### config.mk
export PLATFORM = sky130hd
export DESIGN_NAME = param_serializer
export DESIGN_NICKNAME = d
export VERILOG_FILES = /design/src/rtl/param_serializer.sv
export SDC_FILE = /design/constraint.sdc
export NUM_CORES = 1
export LEC_CHECK = 0
export ABC_AREA = 1
export CORE_MARGIN = 1
export CORE_UTILIZATION = 50
export DETAILED_ROUTE_END_ITERATION = 8
export PLACE_DENSITY = 0.72
export SLEW_MARGIN = 20
export SYNTH_ARGS = -nofsm -noshare
export SYNTH_HDL_FRONTEND = slang
export SYNTH_SLANG_ARGS = --single-unit
### constraint.sdc
create_clock -name clk -period 1.8 [get_ports clk]
set_input_delay 0.27 -clock clk [delete_from_list [all_inputs] [get_ports clk]]
set_output_delay 0.27 -clock clk [all_outputs]
set_load 0.01 [all_outputs]
### src/rtl/param_serializer.sv
// Parallel-to-serial converter for the UART TX path with a one-word holding buffer.
// A new word can be accepted while the current one shifts, so frames can run back to back.
module param_serializer #(
  parameter int DATA_WIDTH = 8,
  parameter bit MSB_FIRST  = 1'b0,
  parameter bit PAR_ODD    = 1'b0
) (
  input  logic                  clk,
  input  logic                  reset_n,
  input  logic [DATA_WIDTH-1:0] data_in,
  input  logic                  data_valid_in,
  output logic                  data_ready_out,
  input  logic                  ser_en_in,
  output logic                  ser_busy_out,
  output logic                  data_out,
  output logic                  parity_out,
  output logic                  ser_done_out
);

  localparam int CNT_W = (DATA_WIDTH > 1) ? $clog2(DATA_WIDTH) : 1;
  localparam logic [CNT_W-1:0] LAST_BIT = CNT_W'(DATA_WIDTH - 1);

  typedef enum logic {
    IDLE  = 1'b0,
    SHIFT = 1'b1
  } state_t;

  state_t                state_r, state_s;
  logic [DATA_WIDTH-1:0] shift_r, shift_s;
  logic [DATA_WIDTH-1:0] hold_r, hold_s;
  logic                  hold_full_r, hold_full_s;
  logic [CNT_W-1:0]      bit_cnt_r, bit_cnt_s;
  logic                  parity_r, parity_s;
  logic                  done_r, done_s;
  logic                  accept_s;
  logic                  final_s;

  function automatic logic word_parity(input logic [DATA_WIDTH-1:0] w);
    return (^w) ^ PAR_ODD;
  endfunction

  function automatic logic [DATA_WIDTH-1:0] shift_word(input logic [DATA_WIDTH-1:0] w);
    if (MSB_FIRST) begin
      return {w[DATA_WIDTH-2:0], 1'b0};
    end else begin
      return {1'b0, w[DATA_WIDTH-1:1]};
    end
  endfunction

  assign accept_s = data_valid_in && !hold_full_r;
  assign final_s  = (state_r == SHIFT) && ser_en_in && (bit_cnt_r == LAST_BIT);

  // Next-state and datapath decode; final-bit priority is hold reg, then bypass, then idle.
  always_comb begin
    state_s     = state_r;
    shift_s     = shift_r;
    hold_s      = hold_r;
    hold_full_s = hold_full_r;
    bit_cnt_s   = bit_cnt_r;
    parity_s    = parity_r;
    done_s      = 1'b0;
    case (state_r)
      IDLE: begin
        if (accept_s) begin
          shift_s   = data_in;
          parity_s  = word_parity(data_in);
          bit_cnt_s = '0;
          state_s   = SHIFT;
        end else begin
          state_s   = IDLE;
        end
      end
      SHIFT: begin
        if (final_s) begin
          done_s    = 1'b1;
          bit_cnt_s = '0;
          if (hold_full_r) begin
            shift_s     = hold_r;
            parity_s    = word_parity(hold_r);
            hold_full_s = 1'b0;
          end else if (accept_s) begin
            shift_s  = data_in;
            parity_s = word_parity(data_in);
          end else begin
            state_s = IDLE;
          end
        end else begin
          if (ser_en_in) begin
            shift_s   = shift_word(shift_r);
            bit_cnt_s = bit_cnt_r + CNT_W'(1);
          end else begin
            bit_cnt_s = bit_cnt_r;
          end
          if (accept_s) begin
            hold_s      = data_in;
            hold_full_s = 1'b1;
          end else begin
            hold_full_s = hold_full_r;
          end
        end
      end
      default: begin
        state_s = IDLE;
      end
    endcase
  end

  // State register.
  always_ff @(posedge clk or negedge reset_n) begin
    if (!reset_n) begin
      state_r <= IDLE;
    end else begin
      state_r <= state_s;
    end
  end

  // Datapath registers: shift/hold words, counter, parity and done pulse.
  always_ff @(posedge clk or negedge reset_n) begin
    if (!reset_n) begin
      shift_r     <= '0;
      hold_r      <= '0;
      hold_full_r <= 1'b0;
      bit_cnt_r   <= '0;
      parity_r    <= 1'b0;
      done_r      <= 1'b0;
    end else begin
      shift_r     <= shift_s;
      hold_r      <= hold_s;
      hold_full_r <= hold_full_s;
      bit_cnt_r   <= bit_cnt_s;
      parity_r    <= parity_s;
      done_r      <= done_s;
    end
  end

  assign data_ready_out = !hold_full_r;
  assign ser_busy_out   = (state_r == SHIFT);
  assign data_out       = (state_r == SHIFT) ?
                          (MSB_FIRST ? shift_r[DATA_WIDTH-1] : shift_r[0]) : 1'b0;
  assign parity_out     = parity_r;
  assign ser_done_out   = done_r;

endmodule

======== Yosys cells after proc, flatten, opt, wreduce, memory -nomap -nowiden ========
Index checks and enable logic that the tools add are counted.
word-level totals
  flip-flop bits (word level) ............. 23
  output and inout port bits .............. 5
  logic and storage cells ................. 46
cells by class
  add/subtract/negate cells ............... 1
  equal/unequal tests ..................... 4
  muxes and demuxes ....................... 22
  bitwise logic cells ..................... 2
  reductions and logical operators ........ 10
operator list
  operator               number
  $mux W8                4
  $pmux W8 S2            1
  $reduce_xor A8 Y1      2
  $mux W1                11
  $mux W3                3
  $pmux W3 S2            1
  $pmux W1 S2            2
  $reduce_and A2 Y1      2
  $add A3 B1 Y3 const B  1
  $eq A3 B3 Y1 const B   1
  $logic_and A1 B1 Y1    3
  $ne A3 B2 Y1 const B   1
  $reduce_and A3 Y1      1
  $ne A2 B1 Y1 const B   1
  $ne A2 B2 Y1 const B   1
  $not A1 Y1             2
  $reduce_bool A2 Y1     1
  $logic_not A1 Y1       1

======== Longest topological paths before layout ========
Gate-level depths: netlist (run 1).
  depth after elaboration ................. 6
  depth in mapped cells ................... 10
  gate-level depth less buffers ........... 10

======== Least setup slack after synthesis (run 1) ========
Ideal clock, no wire load.
  path type ............................... register to register
  start ................................... register bit_cnt_r[0]
  end ..................................... register hold_r[2]
  setup time .............................. 0.125 ns
  arrival time ............................ 1.528 ns
  data required time ...................... 1.675 ns
  path slack .............................. 0.146 ns
  stages on the path, launching flop included .. 9
  path buffers ............................ 1
  clock period less this slack ............ 1.654 ns
  path through ............................ dfrtp_1 -> ha_1 -> ha_1 -> nand2_4 -> inv_6 -> nor2_8 -> nand2_4 -> buf_6 -> mux2_4
between the ends
  cells in the longest elaborated chain, start to end .. 4
RTL lines
  what                         RTL line  RTL
  start, declared              32        logic [CNT_W-1:0] bit_cnt_r, bit_cnt_s;
  start signal, assigned       130       bit_cnt_r <= bit_cnt_s;
  $eq A3 B3 Y1                 51        assign final_s = (state_r == SHIFT) && ser_en_in && (bit_cnt_r == LAST_BIT);
  $logic_and A1 B1 Y1          51
  $not A1 Y1 (no line)         -
  $reduce_and A3 Y1 (no line)  -
  end signal, assigned         128       hold_r <= hold_s;
  end, declared                30        logic [DATA_WIDTH-1:0] hold_r, hold_s;
No other way between the ends.
A chain may end at the register's enable or synchronous reset.

======== Final worst setup path (run 1) ========
  start ................................... register hold_full_r
  end ..................................... output port data_ready_out
between the ends
  cells in the longest elaborated chain, start to end .. 1
RTL lines
  what                    RTL line  RTL
  start, declared         31        logic hold_full_r, hold_full_s;
  start signal, assigned  129       hold_full_r <= hold_full_s;
  $logic_not A1 Y1        136       assign data_ready_out = !hold_full_r;
  end, declared           12        output logic data_ready_out,
No other way between the ends.

==> impl_metrics.ini, run 1 <==
[cells_and_area]
regArea_um2 = 578.1
n_antenna_cell = 0
final_layout_size_suffix_gt1_frac = 0.1171
area_growth_pct = 17.09
stdcell_area_um2 = 1732
fin_util = 0.6226
nNetsFinal = 237
multi_input_area_um2 = 790.8
nFillCells = 268

[timing]
final_hold_viol_count = 0
rsz0062_at_grt = false
fin_skew_ns = 0.001380
fin_ws_ns = 0.05892
fin_tns_setup_ns = 0
fmax_mhz = 574.4
slew_headroom = 0.8103
worstMarginPinSlew_ns = 0.2816
min_period_over_period = 0.9673
drv_slew = 0
setup_viol = 0
period_minus_slack_ns = 1.741

[global_route]
grt_pass1_wl_um = 5671
overflow = 0
grt_pass1_vias = 1263
grtUsageTotal = 0.2330
antenna_found_initial = 0
grt_max_degree = 24

[die]
die_w_um = 56.39
dieArea_um2 = 3179
coreArea_um2 = 2781
pin_count = 17
start_util = 0.5317
row_count = 19
die_h_um = 56.39

[clock_tree]
cts_max_level = 1
clock_latency_ns = 0.32
clk_path_buf_depth = 2
cts_tree = yes
clk_pin_slew_ns = 0.12
numCtsBuffers = 3
clock-sinks = 23
cts-root-buf = clkbuf_4

[yosys]
synth_top_area_share = 0.3892
synth_edf_count = 0
synth_area_leader_cell = dfrtp_1
avgSynthCellArea_um2 = 7.469
synth-simple-area-share = 0.3029
ys.flop_type = dfrtp_1
synth_cells = 198
ys.warnings.count = 0
ys_seq_area_frac = 0.3892
synth_mux_area_frac = 0.04569
synth_top_family_by_area = simple AND/OR/NAND/NOR gates
syn-num-nets = 212
synthAdderAreaFrac = 0.01692
post-synth-top-count-cell = nand2_1
synth-compound-area-share = 0.1100
ys_top_cells_by_area = dfrtp_1, nand2_1, inv_1, xnor2_1, o21ai_0
netlist_area_um2 = 1479
ys_async_sr_fraction = 1.000
synth_xor_area_frac = 0.05922
ys_ff_latch = 23
synth_common_cells = nand2_1, dfrtp_1, inv_1
synth_cell_types = 27

[route]
route.vias.total = 1360
final_antenna_net_count = 0
wl_um = 3310
wl_per_cell_um = 13.08
via_per_inst = 5.375
first_pass_iters = 4
drc_errors = 0
drt-initial-drc-count = 46

[placement]
placed_area_um2 = 1678
place_congestion = 0.8735
port_buffers = 16
place.detailed.hpwl_um = 2569
place_ws_ns = 0.01825

[setup_path]
timing.critical_path.max_delay_family = buffers and inverters
cp.arrival_ns = 1.47
ff2ff_setup_slack_ns = 0.10
slowest_delay_ns = 0.55
path_cells = inv_4 -> clkdlybuf4s50_1
cp-end-kind = primary output
critPathRequiredTime_ns = 1.53
critPathLaunchType = flop
critPathSlowestCell = clkdlybuf4s50_1
criticalPathCategory = flop to primary output
cp.buffers_inverters = 2
cp_max_fo = 10

[pwr]
vdd_drop_max_mv = 0.9046
swShare = 0.4324
p_int_w = 0.001336
p_total_w = 0.002353
p_leak_nw = 0.8929
pwr_density_cell_nw_per_um2 = 1359
p_switching_w = 0.001017
pwr-share-seq = 0.398
power_frac_comb = 0.498
p_clk_frac = 0.104

[outcome]
status = complete, no violations

[run]
drv_cap = 0

[worst_hold_path]
hold_path.class = input pin to async pin
-- final cells by class --
type,instances,share of cell area
Multi-Input combinational cell,151,0.4566
Tap cell,31,0.02240
Sequential cell,23,0.3338
Inverter,22,0.05347
Clock buffer,4,0.01517
Timing Repair Buffer,22,0.1185
-- repair_timing --
action	4_1_cts	5_1_grt
resized for setup	1	2
gates cloned	0	0
pin swaps	0	2
setup endpoints to repair	1	14
buffers inserted	0	3
hold buffers	0	0
-- metal layers --
metal  global-route usage  part of all wire
met5                    0                 0
met1               0.3264              0.47
met4              0.07317             0.014
met2               0.3605              0.45
met3              0.05069             0.068
-- cells by family (layout without fill, tap and decap cells) --
group	count (synthesis)	in the layout
flops	23	23
mux	5	5
fa+ha+maj	2	2
compound gates	28	28
buf+inv	24	48
simple gates	106	106
xor+xnor	10	10
-- per-stage QoR --
stage | cells | hold slack [ns]
after floorplan | 198 | -0.02559
after global placement | 246 | 0.4618
after detailed placement | 246 | 0.4685
after CTS | 250 | 0.2852
after global routing | 253 | 0.3081
final | 253 | 0.2810
-- power groups by stage --
| stage | clock (W) | sequential (W) | combinational (W) |
|---|---|---|---|
| CTS | 0.000251 | 0.000934 | 0.00115 |
| detailed placement | 0 | 0.000945 | 0.00113 |
| finish | 0.000244 | 0.000936 | 0.00117 |
| global route | 0.000274 | 0.000967 | 0.00134 |
| floorplan | 0 | 0.000893 | 0.000856 |
| global placement | 0 | 0.000936 | 0.00111 |
-- registers in the layout (all words and copies together) (netlist names) --
name and cells:
hold_r 8, shift_r 8, bit_cnt_r 3, ser_done_out 1, ser_busy_out 1, parity_out 1, hold_full_r 1
-- placed cells by master (no fill, tap or decap), drive strengths merged, types with 3 or more instances in the layout --
cell | synthesis | routed
clkbuf | 0 | 4
buf | 2 | 6
nor3 | 5 | 5
nor2 | 13 | 13
clkdlybuf4s50 | 0 | 16
o31ai | 3 | 3
o21ai | 14 | 14
mux2 | 5 | 5
nand2 | 84 | 84
a21oi | 5 | 5
o211ai | 3 | 3
inv | 22 | 22
nand3 | 4 | 4
xnor2 | 6 | 6
dfrtp | 23 | 23
xor2 | 4 | 4
-- path summary, 6_finish.rpt --
check,start,to,depth (start not counted)
min,reset_n,bit_cnt_r[2],2
max reg2reg,bit_cnt_r[0],shift_r[0],9
max,hold_full_r,data_ready_out,2
min reg2reg,shift_r[0],shift_r[0],2
max in group asynchronous,reset_n,hold_full_r,2
min in group clk,shift_r[0],shift_r[0],2
Note: power is estimated with default switching activity, not from simulation.
==> run 2: changes to the inputs <==
GPL_ROUTABILITY_DRIVEN = 0   (was unset)
==> results of run 2 <==
Final layout, timing and power as in run 1 (identical DEF).
==> run 3: changes to the inputs <==
GPL_ROUTABILITY_DRIVEN = unset   (was 0)
==> results of run 3 <==
Final layout, timing and power as in run 1 (identical DEF).
